**src/rtl/demux_arbiter_pkg.sv**
```systemverilog
// Shared FSM state encodings for the round-robin demux arbiter.
package demux_arbiter_pkg;

  localparam logic [0:0] ST_IDLE  = 1'b0;
  localparam logic [0:0] ST_GRANT = 1'b1;

endpackage

```
**src/rtl/demux_arbiter_demux.sv**
```systemverilog
// Enable/selector demux that produces the one-hot grant from the owner index.
module demux #(
  parameter  int OUTPUT_WIDTH = 2,
  localparam int SEL_W        = (OUTPUT_WIDTH > 1) ? $clog2(OUTPUT_WIDTH) : 1
) (
  input  logic                    enable,
  input  logic [SEL_W-1:0]        selector,
  output logic [OUTPUT_WIDTH-1:0] out
);

  always_comb begin
    out = '0;
    if (enable) out[selector] = 1'b1;
  end

endmodule

```
**src/rtl/demux_arbiter.sv**
```systemverilog
// Round-robin arbiter owning one demux-steered resource; grant held until release.
// Optional grant revoke timer enabled by defining DEMUX_ARBITER_TIMEOUT_EN.
//
// state    | meaning
// ST_IDLE  | no owner; arbitrate eligible requests from the pointer
// ST_GRANT | grant_id owns the resource until its req drops (or the timer expires)
module demux_arbiter
  import demux_arbiter_pkg::*;
#(
  parameter  int REQUESTERS     = 5,
  parameter  int TIMEOUT_CYCLES = 255,
  localparam int SEL_W          = $clog2(REQUESTERS)
) (
  input  logic                  clk,
  input  logic                  rst_n,
  input  logic [REQUESTERS-1:0] req,
  output logic [REQUESTERS-1:0] grant,
  output logic                  grant_valid,
  output logic [SEL_W-1:0]      grant_id,
  output logic                  timeout
);

  localparam logic [SEL_W-1:0] LAST_IDX = SEL_W'(REQUESTERS - 1);

  logic [0:0]            state_q, state_d;
  logic                  valid_q, valid_d;
  logic [SEL_W-1:0]      id_q, id_d;
  logic [SEL_W-1:0]      ptr_q, ptr_d;
  logic [REQUESTERS-1:0] elig;
  logic [SEL_W-1:0]      pick;

  function automatic logic [SEL_W-1:0] next_idx(input logic [SEL_W-1:0] i);
    return (i == LAST_IDX) ? '0 : i + SEL_W'(1);
  endfunction

  // Scan every index once starting at the pointer; result only used when |elig.
  function automatic logic [SEL_W-1:0] rr_pick(input logic [REQUESTERS-1:0] e,
                                               input logic [SEL_W-1:0]      ptr);
    logic [SEL_W-1:0] idx;
    logic             found;
    rr_pick = ptr;
    idx     = ptr;
    found   = 1'b0;
    for (int n = 0; n < REQUESTERS; n++) begin
      if (!found && e[idx]) begin
        rr_pick = idx;
        found   = 1'b1;
      end
      idx = next_idx(idx);
    end
  endfunction

  assign pick        = rr_pick(elig, ptr_q);
  assign grant_valid = valid_q;
  assign grant_id    = id_q;

`ifdef DEMUX_ARBITER_TIMEOUT_EN
  localparam int             CNT_W    = (TIMEOUT_CYCLES > 1) ? $clog2(TIMEOUT_CYCLES) : 1;
  localparam logic [CNT_W-1:0] CNT_LAST = CNT_W'(TIMEOUT_CYCLES - 1);

  logic [REQUESTERS-1:0] blocked_q, blocked_d;
  logic [CNT_W-1:0]      cnt_q, cnt_d;
  logic                  to_q, to_d;

  assign elig    = req & ~blocked_q;
  assign timeout = to_q;
`else
  assign elig    = req;
  assign timeout = 1'b0;
`endif

  always_comb begin
    state_d = state_q;
    valid_d = valid_q;
    id_d    = id_q;
    ptr_d   = ptr_q;
`ifdef DEMUX_ARBITER_TIMEOUT_EN
    to_d      = 1'b0;
    blocked_d = blocked_q & req;
    cnt_d     = (state_q == ST_GRANT) ? cnt_q + CNT_W'(1) : '0;
`endif
    case (state_q)
      ST_IDLE: begin
        if (|elig) begin
          state_d = ST_GRANT;
          valid_d = 1'b1;
          id_d    = pick;
          ptr_d   = next_idx(pick);
        end
      end
      ST_GRANT: begin
        // Release takes priority over expiry.
        if (!req[id_q]) begin
          state_d = ST_IDLE;
          valid_d = 1'b0;
        end
`ifdef DEMUX_ARBITER_TIMEOUT_EN
        else if (cnt_q == CNT_LAST) begin
          state_d         = ST_IDLE;
          valid_d         = 1'b0;
          to_d            = 1'b1;
          blocked_d[id_q] = 1'b1;
        end
`endif
      end
      default: begin
        state_d = ST_IDLE;
        valid_d = 1'b0;
      end
    endcase
  end

  always_ff @(posedge clk or negedge rst_n) begin
    if (!rst_n) begin
      state_q <= ST_IDLE;
      valid_q <= 1'b0;
      id_q    <= '0;
      ptr_q   <= '0;
    end else begin
      state_q <= state_d;
      valid_q <= valid_d;
      id_q    <= id_d;
      ptr_q   <= ptr_d;
    end
  end

`ifdef DEMUX_ARBITER_TIMEOUT_EN
  always_ff @(posedge clk or negedge rst_n) begin
    if (!rst_n) begin
      blocked_q <= '0;
      cnt_q     <= '0;
      to_q      <= 1'b0;
    end else begin
      blocked_q <= blocked_d;
      cnt_q     <= cnt_d;
      to_q      <= to_d;
    end
  end
`endif

  demux #(.OUTPUT_WIDTH(REQUESTERS)) u_demux (
    .enable   (valid_q),
    .selector (id_q),
    .out      (grant)
  );

endmodule

```
**config.mk**
```make
export PLATFORM = sky130hd
export DESIGN_NAME = demux_arbiter
export DESIGN_NICKNAME = d
export VERILOG_FILES = /design/src/rtl/demux_arbiter_pkg.sv /design/src/rtl/demux_arbiter_demux.sv /design/src/rtl/demux_arbiter.sv
export SDC_FILE = /design/constraint.sdc
export NUM_CORES = 1
export LEC_CHECK = 0
export BUFFER_PORTS_ARGS = -buffer_cell sky130_fd_sc_hd__buf_2
export CORE_MARGIN = 1
export CORE_UTILIZATION = 45
export DETAILED_ROUTE_END_ITERATION = 10
export GPL_TIMING_DRIVEN = 0
export MAX_ROUTING_LAYER = met4
export PLACE_DENSITY = 0.61
export SLEW_MARGIN = 10
export SYNTH_ARGS = -nofsm -noshare
export SYNTH_HDL_FRONTEND = slang
export SYNTH_SLANG_ARGS = --single-unit
```
**constraint.sdc**
```tcl
create_clock -name clk -period 5.75 [get_ports clk]
set_input_delay 0.2875 -clock clk [delete_from_list [all_inputs] [get_ports clk]]
set_output_delay 0.2875 -clock clk [all_outputs]
set_load 0.1 [all_outputs]
```
======== Word-level counts from Yosys, hierarchy flattened ========
Index checks and enable logic that the tools add are counted.
operators by class
  $add $sub $neg .......................... 5
  $lt $le $gt $ge ......................... 7
  equal/unequal tests ..................... 7
  muxes and demuxes ....................... 34
  bitwise gates (word level) .............. 1
  reductions and logical operators ........ 12
operators with widths
  cell                   number
  $mux W3                9
  $lt A3 B4 Y1 const B   6
  $bmux W1 S3            6
  $add A3 B1 Y3 const B  5
  $eq A3 B3 Y1 const B   5
  $mux W1                15
  $logic_and A1 B1 Y1    5
  $mux W5                1
  $reduce_or A5 Y1       1
  $logic_not A1 Y1       4
  $ne A2 B2 Y1 const B   2
  $pmux W1 S2            2
  $reduce_and A2 Y1      2
  $demux W1 S3           1
  $ge A3 B1 Y1 const B   1
  $not A1 Y1             1
storage, ports and cells
  register bits ........................... 8
  input port bits ......................... 7

======== Logic depth before layout (Yosys ltp) ========
Gate-level depths: netlist of the first run.
  word-level depth ........................ 17
  mapped depth ............................ 26
  gate-level depth less buffers ........... 22

======== Modules after synthesis ========
Synthesis of the first run repeated with hierarchy kept, for this count alone.
second synthesis, totals
  cell total of the unflattened synthesis .. 149
  area, all modules ....................... 1,246.2 µm²
by module, submodules not included
  module         times used  cells an instance  area each (µm²)  seq. area each (µm²)
  demux_arbiter  1           144                1,182.4          200.2
  demux          1           5                  63.8             0.0

======== Worst setup path after synthesis of the first run ========
No wires, ideal clock.
  path kind ............................... register -> register
  start ................................... register ptr_q[0]
  end ..................................... register ptr_q[2]
  library setup time ...................... 0.082 ns
  data arrival time ....................... 5.098 ns
  setup slack ............................. 0.570 ns
  cell stages (with the launch flop) ...... 25
  cells stage by stage .................... dfrtp_1 > clkbuf_1 > inv_1 > ha_1 > and2_1 > inv_1 > ha_1 > o21ai_1 > a22o_1 > buf_2 > ha_1 > buf_1 > nand2b_1 > o311ai_4 > o31ai_2 > mux4_2 > mux2i_1 > nor2_1 > mux2i_2 > inv_2 > ha_1 > or2_2 > or2_2 > o22a_1 > a31oi_1
on the way
  cells in the longest elaborated chain, start to end .. 17
  elaborated cells on any way between the ends .. 41
ends and longest elaborated chain
  item                                                                    RTL line              RTL
  start: declaration                                                      demux_arbiter.sv:28   logic [SEL_W-1:0] ptr_q, ptr_d;
  start signal: assignment                                                demux_arbiter.sv:123  ptr_q <= ptr_d;
  parallel branches: the longest is 14 deep, another holds $add A3 B1 Y3  n/a
  $mux W3 *                                                               demux_arbiter.sv:45   if (!found && e[idx]) begin
  net pick[0]                                                             demux_arbiter.sv:30   logic [SEL_W-1:0] pick;
  $add A3 B1 Y3 or $eq A3 B3 Y1 (tied branches)                           demux_arbiter.sv:33   return (i == LAST_IDX) ? '0 : i + SEL_W'(1);
  $mux W3 *                                                               demux_arbiter.sv:33
Mark *: on every way through the listed nets, which the timed path passes. The select of a mux whose other input is x is not followed.
A chain may end at the register's enable or synchronous reset.

======== Worst setup path in the final report of the first run ========
Ends and elaborated chain as after synthesis.

==> qor.yml, run 1 <==
synth:
  synth_most_common_cell: "nor2_1"
  synth_top_area_share: 0.1375
  synth_warnings: 0
  synth_ff_type: "dfrtp_1"
  ys_seq_elements: 8
  synth_commonest_cells: "15 x nor2_1, 12 x inv_1, 12 x nand2_1"
  syn_area_per_cell_um2: 7.625
  syn_nets: 206
  synth_top_area_cell: "dfrtp_1"
  synth.area.top_cells: "dfrtp_1 14%, ha_1 6.9%, mux2i_1 4.1%"
  synth_cells: 191
  mappedNetlistArea_um2: 1456
  synth.distinct_cells: 58
  seq_area_frac_synth: 0.1375
  synth-edff-count: 0
  async_flop_share: 1.000
critical_path:
  reg2reg_slack_ps: 310
  cp_max_fo: 10
  worstSetupStartpointType: "flop"
  regToRegEndpoint: "ptr_q[2]"
  r2r_cells: 25
  crit_arrival_ps: 5620
  worstPathRequired_ps: 5930
  setup.worst_path.class: "reg -> reg"
  r2r_start: "ptr_q[0]"
  worst_setup_path_end_kind: "flop"
hold_path:
  hold_class: "in -> async"
routing:
  route.detailed.drc: 0
  met3_length_um: 95
  post_drt_wl_per_cell_um: 14.44
  vias_per_cell: 5.692
  first_pass_iters: 4
  wl_mm: 3.654
  dr_wl_met2_mm: 1.845
  wl_met1_mm: 1.668
  drt_iter0_markers: 68
  final_antenna_net_count: 0
  highest_layer: "met4"
  via_count: 1440
sta:
  setup_tns_ps: 0
  max_freq_mhz: 183.7
  slew_headroom: 0.6243
  hold_violations: 0
  finalCriticalPeriod_ps: 5445
  finalSetupViolations: 0
  slew_violations: 0
  tightest_slew_ps: 556.3
  rsz0062_at_grt: "no"
  post-route-period-util: 0.9469
  finClkSkew_ps: 4.857
clock_tree:
  cts.clk_slew.worst_paths_ps: 60
  worst_skew_pair.late_latency_ps: 260
  ctsRootBufferMaster: "clkbuf_4"
  htreeDepth: 1
  clk_path_buf_depth: 2
  cts_buffers: 3
  numClockSinks: 8
  cts_tree: "yes"
global_route:
  grt_pass1_vias: 1378
  grtUsageTotal: 0.2369
  grt_pass1_wl_mm: 6.182
  antenna_found_initial: 0
  grt_max_degree: 11
  grt-ovfl-total: 0
floorplanning:
  die-area_um2: 3468
  num_rows: 20
  initial_core_util: 0.4770
  coreArea_um2: 3053
  ios: 17
  die_x_um: 58.89
  die_y_um: 58.89
placed_design:
  gp_congestion: 0.8880
  dpl.cell_count: 249
  dp_hpwl_mm: 2.762
  placement.io_buffers: 14
layout:
  fin_cells: 253
  syn2layout_area_growth_pct: 13.66
  fin_util: 0.5422
  layout-drive-gt1-share: 0.2249
  fillers: 303
  nets: 226
  diodes: 0
outcome:
  status: "complete, no violations"
run:
  cap_viol_max_count: 0
==> placed cells by master, fill, tap and decap left out, types with 5 or more instances in the layout <==
| cell type | count |
|---|---|
| buf_2 | 16 |
| nor2_1 | 15 |
| inv_1 | 12 |
| nand2_1 | 12 |
| a21oi_1 | 10 |
| nand2b_1 | 9 |
| nor3_1 | 7 |
| ha_1 | 7 |
| dfrtp_1 | 7 |
| a21o_1 | 6 |
| mux2i_1 | 6 |
| and2_1 | 5 |
| nor3b_1 | 5 |
==> stage by stage <==
| stage | hold WS [ps] | setup slack (ps) | area (um^2) |
|---|---|---|---|
| final | 389.8 | 305.2 | 1655 |
| after global routing | 416.3 | 8.254 | 1655 |
| after CTS | 393.7 | 109.5 | 1617 |
| after global placement | 133.8 | -166.2 | 1582 |
| after detailed placement | 140.0 | -276.2 | 1582 |
| after floorplan | -8.091 | 570.2 | 1456 |
==> per-layer routing <==
layer	vias up	global-route usage
li1	751	-
met1	657	0.2877
met2	27	0.4286
met3	5	0.01319
met4	0	0.05442
met5	-	-
==> final cells by class <==
class / instances / area (um^2) / share of cell area
Clock buffer: 3 / 22.52 / 0.01361
Sequential cell: 8 / 201.4 / 0.1217
Inverter: 14 / 52.55 / 0.03175
Multi-Input combinational cell: 157 / 1166 / 0.7045
Timing Repair Buffer: 16 / 87.58 / 0.05291
Buffer: 11 / 70.07 / 0.04233
Tap cell: 44 / 55.05 / 0.03326
==> worst max path at each step <==
stage               slack, ps  cells after the start  startpoint  endpoint
global route                8                     25    ptr_q[0]  ptr_q[2]
floorplan                 570                     24    ptr_q[0]  ptr_q[2]
finish                    310                     25    ptr_q[0]  ptr_q[2]
CTS                       110                     23    ptr_q[0]  ptr_q[2]
global placement         -170                     24    ptr_q[0]  ptr_q[2]
detailed placement       -280                     24    ptr_q[0]  ptr_q[2]
==> critical path: stages (launching register included) <==
cell	delay, ps
dfrtp_2	460
clkbuf_4	210
inv_1	70
ha_1	150
buf_6	140
nand2_1	60
and2_1	170
inv_1	110
ha_1	270
o21ai_1	120
a22o_1	230
buf_2	170
ha_2	450
nand2b_1	180
o311ai_4	110
o31ai_2	140
mux4_2	580
mux2i_1	150
nor2_1	100
mux2i_2	290
inv_2	80
ha_1	210
or2_2	280
or2_2	280
o22a_1	200
a31oi_1	160
==> state kept, by name, indices dropped and copies added, names as in the netlist <==
signal,count
grant_id,3
grant_valid,1
state_q,1
ptr_q,3
==> cell families after synthesis <==
family                   after synthesis  share of synthesized area
AO/OA/AOI/OAI                         64                     0.3445
XOR/XNOR                               1                   0.006015
adder cells (fa/ha/maj)                8                    0.06873
buffers and inverters                 26                    0.08419
flip-flops                             8                     0.1375
multiplexers                           9                    0.07388
other                                  1                   0.002575
AND/OR/NAND/NOR                       74                     0.2826
==> repair_timing <==
item,in CTS,in global routing
hold buffers,1,0
endpoints found under the setup margin,1,1
resized for setup,2,8
pin swaps,0,1
hold endpoints to repair,8,0
buffers inserted,0,1
Power of run 1 is left out: the tool's default activity adds up to more than one toggle a clock period on the data nets, which glitch-free logic cannot reach.
==> inputs of run 2 (changes only) <==
- CORE_ASPECT_RATIO: not set -> 1.75
- CORE_UTILIZATION: 45 -> 59
- PLACE_DENSITY: 0.61 -> 0.78
==> qor.yml, run 2 (same netlist as run 1, synthesis figures left out) <==
outcome:
  status: "complete, no violations"  # unchanged
floorplanning:
  die_y_um: 67.73  # was 58.89 um
  die-area_um2: 2679  # was 3468 um^2
  initial_core_util: 0.6326  # was 0.4770
  num_rows: 23  # was 20
  die_x_um: 39.56  # was 58.89 um
  coreArea_um2: 2302  # was 3053 um^2
  ios: 17  # unchanged
clock_tree:
  cts_tree: "yes"  # unchanged
  numClockSinks: 8  # unchanged
  htreeDepth: 1  # unchanged
  clk_path_buf_depth: 2  # unchanged
  cts.clk_slew.worst_paths_ps: 40  # was 60 ps
  worst_skew_pair.late_latency_ps: 220  # was 260 ps
  ctsRootBufferMaster: "clkbuf_8"  # was clkbuf_4
  cts_buffers: 3  # unchanged
sta:
  finClkSkew_ps: 0.3374  # was 4.857 ps
  rsz0062_at_grt: "no"  # unchanged
  slew_violations: 0  # unchanged
  finalCriticalPeriod_ps: 5475  # was 5445 ps
  setup_slack_ps: 274.8  # was 305.2 ps
  hold_violations: 0  # unchanged
  setup_tns_ps: 0  # unchanged
  post-route-period-util: 0.9522  # was 0.9469
  max_freq_mhz: 182.6  # was 183.7 MHz
  finalSetupViolations: 0  # unchanged
  slew_headroom: 0.6154  # was 0.6243
  tightest_slew_ps: 569.5  # was 556.3 ps
global_route:
  grt_max_degree: 11  # unchanged
  grtUsageTotal: 0.3454  # was 0.2369
  antenna_found_initial: 0  # unchanged
  grt_pass1_vias: 1570  # was 1378
  grt_pass1_wl_mm: 6.472  # was 6.182 mm
  grt-ovfl-total: 0  # unchanged
routing:
  vias_per_cell: 6.530  # was 5.692
  via_count: 1528  # was 1440
  met3_length_um: 146  # was 95 um
  wl_mm: 4.017  # was 3.654 mm
  dr_wl_met2_mm: 2.329  # was 1.845 mm
  post_drt_wl_per_cell_um: 17.17  # was 14.44 um
  drt_iter0_markers: 32  # was 68
  wl_met1_mm: 1.444  # was 1.668 mm
  route.detailed.drc: 0  # unchanged
  final_antenna_net_count: 0  # unchanged
  highest_layer: "met4"  # unchanged
  first_pass_iters: 4  # unchanged
run:
  cap_viol_max_count: 0  # unchanged
critical_path:
  crit_arrival_ps: 5620  # about the same
  crit_slowest_cell: "mux4_2"  # unchanged
  worstPathRequired_ps: 5890  # was 5930 ps
  cp_max_fo: 10  # unchanged
  worst_setup_path_end_kind: "flop"  # unchanged
  crit_path_frequent_cell: "ha_1"  # unchanged
  setup.worst_path.class: "reg -> reg"  # unchanged
  cpPeakStageDelay_ps: 560  # was 580 ps
  worstSetupStartpointType: "flop"  # unchanged
layout:
  diodes: 0  # unchanged
  nets: 226  # unchanged
  layout-drive-gt1-share: 0.2392  # was 0.2249
  syn2layout_area_growth_pct: 14.17  # was 13.66%
  layout_common_cells: "16 x buf_2, 14 x nor2_1, 12 x inv_1, 12 x nand2_1, 10 x a21oi_1"  # was 16 x buf_2, 15 x nor2_1, 12 x inv_1, 12 x nand2_1, 10 x a21oi_1
  fin_util: 0.7223  # was 0.5422
  layout_commonest_cell: "buf_2"  # unchanged
placed_design:
  placement.io_buffers: 14  # unchanged
  dp_hpwl_mm: 3.041  # was 2.762 mm
  preCtsSetupSlack_ps: -317.9  # was -276.2 ps
  gp_congestion: 0.8525  # was 0.8880
hold_path:
  hold_class: "in -> async"  # unchanged
run 2: repair_timing:
action / in CTS / in global routing
endpoints found under the hold margin: 8 / 0
pin swaps: 0 / 1
cloned: 0 / 0
hold buffers: 1 / 0
endpoints found under the setup margin: 1 / 1
gates resized for setup: 2 / 11
setup buffers: 0 / 1
run 2: worst paths after layout:
path | startpoint | endpoint | slack [ps] | cells after the start
max in group asynchronous | rst_n | ptr_q[0] | 5120 | 2
worst min-delay path | rst_n | grant_id[1] | 440 | 2
worst min register to register | state_q | state_q | 520 | 1
min in group clk | state_q | state_q | 520 | 1
worst max-delay path | ptr_q[0] | ptr_q[2] | 270 | 25
worst max register to register | ptr_q[0] | ptr_q[2] | 270 | 25
run 2: area by class of cell:
class                      instances  area (um^2)
buffer                            11        70.07
clock buffer                       3        41.29
fill                             205        639.4
inverter                          14        52.55
multi-input combinational        157         1179
sequential                         8        201.4
tap                               25        31.28
timing repair buffer              16        87.58
run 2: metal layers:
| metal | track usage | vias to the layer above |
|---|---|---|
| met1 | 0.3102 | 725 |
| met4 | 0.2155 | 0 |
| met3 | 0.07237 | 13 |
| met5 | - | - |
| met2 | 0.6127 | 47 |
| li1 | - | 743 |
run 2: critical path: cells and delay by family, from the launching register on:
kind,cells,cell delay (ps)
adders and majority gates,4,1100
and+or+nand+nor,6,1060
muxes,3,1020
AOI/OAI and AO/OA,6,950
buffers and inverters,6,800
DFF,1,460
run 2: per-stage QoR:
stage	cells	cell area [um^2]	hold WS, ps
2_1_floorplan	191	1456	-8.091
3_3_place_gp	230	1558	132.8
3_5_place_dp	230	1558	139.6
4_1_cts	233	1612	435.9
5_1_grt	234	1663	466.7
6_report	234	1663	443.6
Power of run 2 is left out for the same reason.
==> inputs of run 3 (changes only) <==
- PLACE_DENSITY: 0.78 -> not set
- PLACE_DENSITY_LB_ADDON: not set -> 0.25
- RECOVER_POWER: not set -> 50
==> qor.yml, run 3 (same netlist as run 1, synthesis figures left out) <==
layout:
  final_area_um2: 1654  # was 1663 um^2
  fillers: 191  # was 205
  ff_latch_area_um2: 200.2  # was 201.4 um^2
  nets: 226  # unchanged
  multiInputGateArea_um2: 1175  # was 1179 um^2
  fin_util: 0.7185  # was 0.7223
  layout_common_cells: "14 x nor2_1, 13 x buf_2, 12 x inv_1, 12 x nand2_1, 11 x a21oi_1"  # was 16 x buf_2, 14 x nor2_1, 12 x inv_1, 12 x nand2_1, 10 x a21oi_1
  layout_commonest_cell: "nor2_1"  # was buf_2
  syn2layout_area_growth_pct: 13.57  # was 14.17%
  layout-drive-gt1-share: 0.2153  # was 0.2392
  diodes: 0  # unchanged
clock_tree:
  cts_buffers: 3  # unchanged
  clk_path_buf_depth: 2  # unchanged
  numClockSinks: 8  # unchanged
  cts_tree: "yes"  # unchanged
  ctsRootBufferMaster: "clkbuf_8"  # unchanged
  htreeDepth: 1  # unchanged
  cts.clk_slew.worst_paths_ps: 40  # about the same
  worst_skew_pair.late_latency_ps: 230  # was 220 ps
sta:
  slew_headroom: 0.2346  # was 0.6154
  finalSetupViolations: 0  # unchanged
  hold_violations: 0  # unchanged
  tightest_slew_ps: 1153  # was 569.5 ps
  finalCriticalPeriod_ps: 5463  # was 5475 ps
  post-route-period-util: 0.9501  # was 0.9522
  finClkSkew_ps: 0.5567  # was 0.3374 ps
  slew_violations: 0  # unchanged
  max_freq_mhz: 183.0  # was 182.6 MHz
  setup_slack_ps: 286.8  # was 274.8 ps
placed_design:
  placement.io_buffers: 14  # unchanged
  dpl_cell_area_um2: 1558  # unchanged
  gp_congestion: 0.9003  # was 0.8525
  preCtsSetupSlack_ps: -256.0  # was -317.9 ps
  dp_hpwl_mm: 2.957  # was 3.041 mm
floorplanning:
  ios: 17  # unchanged
  die_x_um: 39.56  # unchanged
  num_rows: 23  # unchanged
  initial_core_util: 0.6326  # unchanged
  die-area_um2: 2679  # unchanged
  coreArea_um2: 2302  # unchanged
  die_y_um: 67.73  # unchanged
routing:
  final_antenna_net_count: 0  # unchanged
  first_pass_iters: 4  # unchanged
  vias_per_cell: 6.568  # was 6.530
  drt_iter0_markers: 44  # was 32
  post_drt_wl_per_cell_um: 16.93  # was 17.17 um
  wl_mm: 3.962  # was 4.017 mm
  via_count: 1537  # was 1528
  route.detailed.drc: 0  # unchanged
critical_path:
  reg2reg_slack_ps: 290  # was 270 ps
  setup.worst_path.class: "reg -> reg"  # unchanged
  cp_max_fo: 10  # unchanged
  worstPathRequired_ps: 5900  # was 5890 ps
  worstSetupStartpointType: "flop"  # unchanged
  r2r_start: "ptr_q[0]"  # unchanged
  worst_setup_path_end_kind: "flop"  # unchanged
  regToRegEndpoint: "ptr_q[2]"  # unchanged
  r2r_cells: 23  # was 25
  crit_arrival_ps: 5610  # was 5620 ps
global_route:
  use_met1: 0.3320  # was 0.3102
  grtUsageTotal: 0.3260  # was 0.3454
  grt-ovfl-total: 0  # unchanged
  grt_pass1_vias: 1409  # was 1570
  use_met3: 0.01316  # was 0.07237
  grt_max_degree: 11  # unchanged
  met2_usage: 0.6168  # was 0.6127
  busiest_layer: "met2"  # unchanged
  antenna_found_initial: 0  # unchanged
  grt_pass1_wl_mm: 6.009  # was 6.472 mm
outcome:
  status: "complete, no violations"  # unchanged
hold_path:
  hold_class: "in -> async"  # unchanged
run:
  cap_viol_max_count: 0  # unchanged
## run 3: changes by cell type in the layout (fill, tap and decap cells not counted)
cell / delta
dfrtp_1: +1
buf_2: -3
a21oi_2: -1
nor4bb_2: -1
nor4_2: +1
a21oi_1: +1
nor4_1: -1
nor4bb_1: +1
clkbuf_1: +3
dfrtp_2: -1
## run 3: timing repair
action | CTS | global route
pin swaps | 0 | 1
hold buffers | 1 | 0
gates resized for setup | 2 | 9
endpoints found under the hold margin | 8 | 0
endpoints found under the setup margin | 1 | 1
buffers inserted | 0 | 1
## run 3: cell type report
class                      count  area share
tap                           25     0.01891
buffer                        11     0.04236
clock buffer                   3     0.02496
multi-input combinational    157      0.7103
timing repair buffer          16     0.05068
sequential                     8      0.1210
inverter                      14     0.03177
## run 3: worst max-delay path by stage
stage	startpoint	endpoint	slack, ps	cells after the start
floorplan	ptr_q[0]	ptr_q[2]	570	24
global placement	ptr_q[0]	ptr_q[2]	-120	24
CTS	ptr_q[0]	ptr_q[2]	10	24
detailed placement	ptr_q[0]	ptr_q[2]	-260	24
global route	ptr_q[0]	ptr_q[2]	-90	25
finish	ptr_q[0]	ptr_q[2]	290	23
## run 3: worst max-delay path, stage by stage, from the launching register on
cell	delay [ps]
dfrtp_1	480
clkbuf_4	280
inv_1	60
ha_1	320
and2_1	160
inv_1	100
ha_1	260
o21ai_1	120
a22o_1	230
buf_2	180
ha_2	450
nand2b_1	180
o311ai_4	120
o31ai_4	110
mux4_2	560
mux2i_1	210
nor2_2	90
mux2i_2	170
buf_4	160
ha_1	200
or2_2	300
or2_2	280
o22a_1	190
a31oi_1	160
## run 3: per-stage QoR
step           TNS (ps)  std cells  hold WS (ps)
2_1_floorplan         0        191        -8.091
3_3_place_gp     -124.8        230         131.6
3_5_place_dp     -256.0        230         139.0
4_1_cts               0        234         435.0
5_1_grt          -88.23        234         566.7
6_report              0        234         525.2
## run 3: metal layers
| layer | routed length [um] | part of all wire |
|---|---|---|
| met1 | 1466 | 0.37 |
| met4 | 91 | 0.023 |
| met3 | 116 | 0.029 |
| met5 | 0 | 0 |
| met2 | 2288 | 0.58 |
Power of run 3 is left out for the same reason.
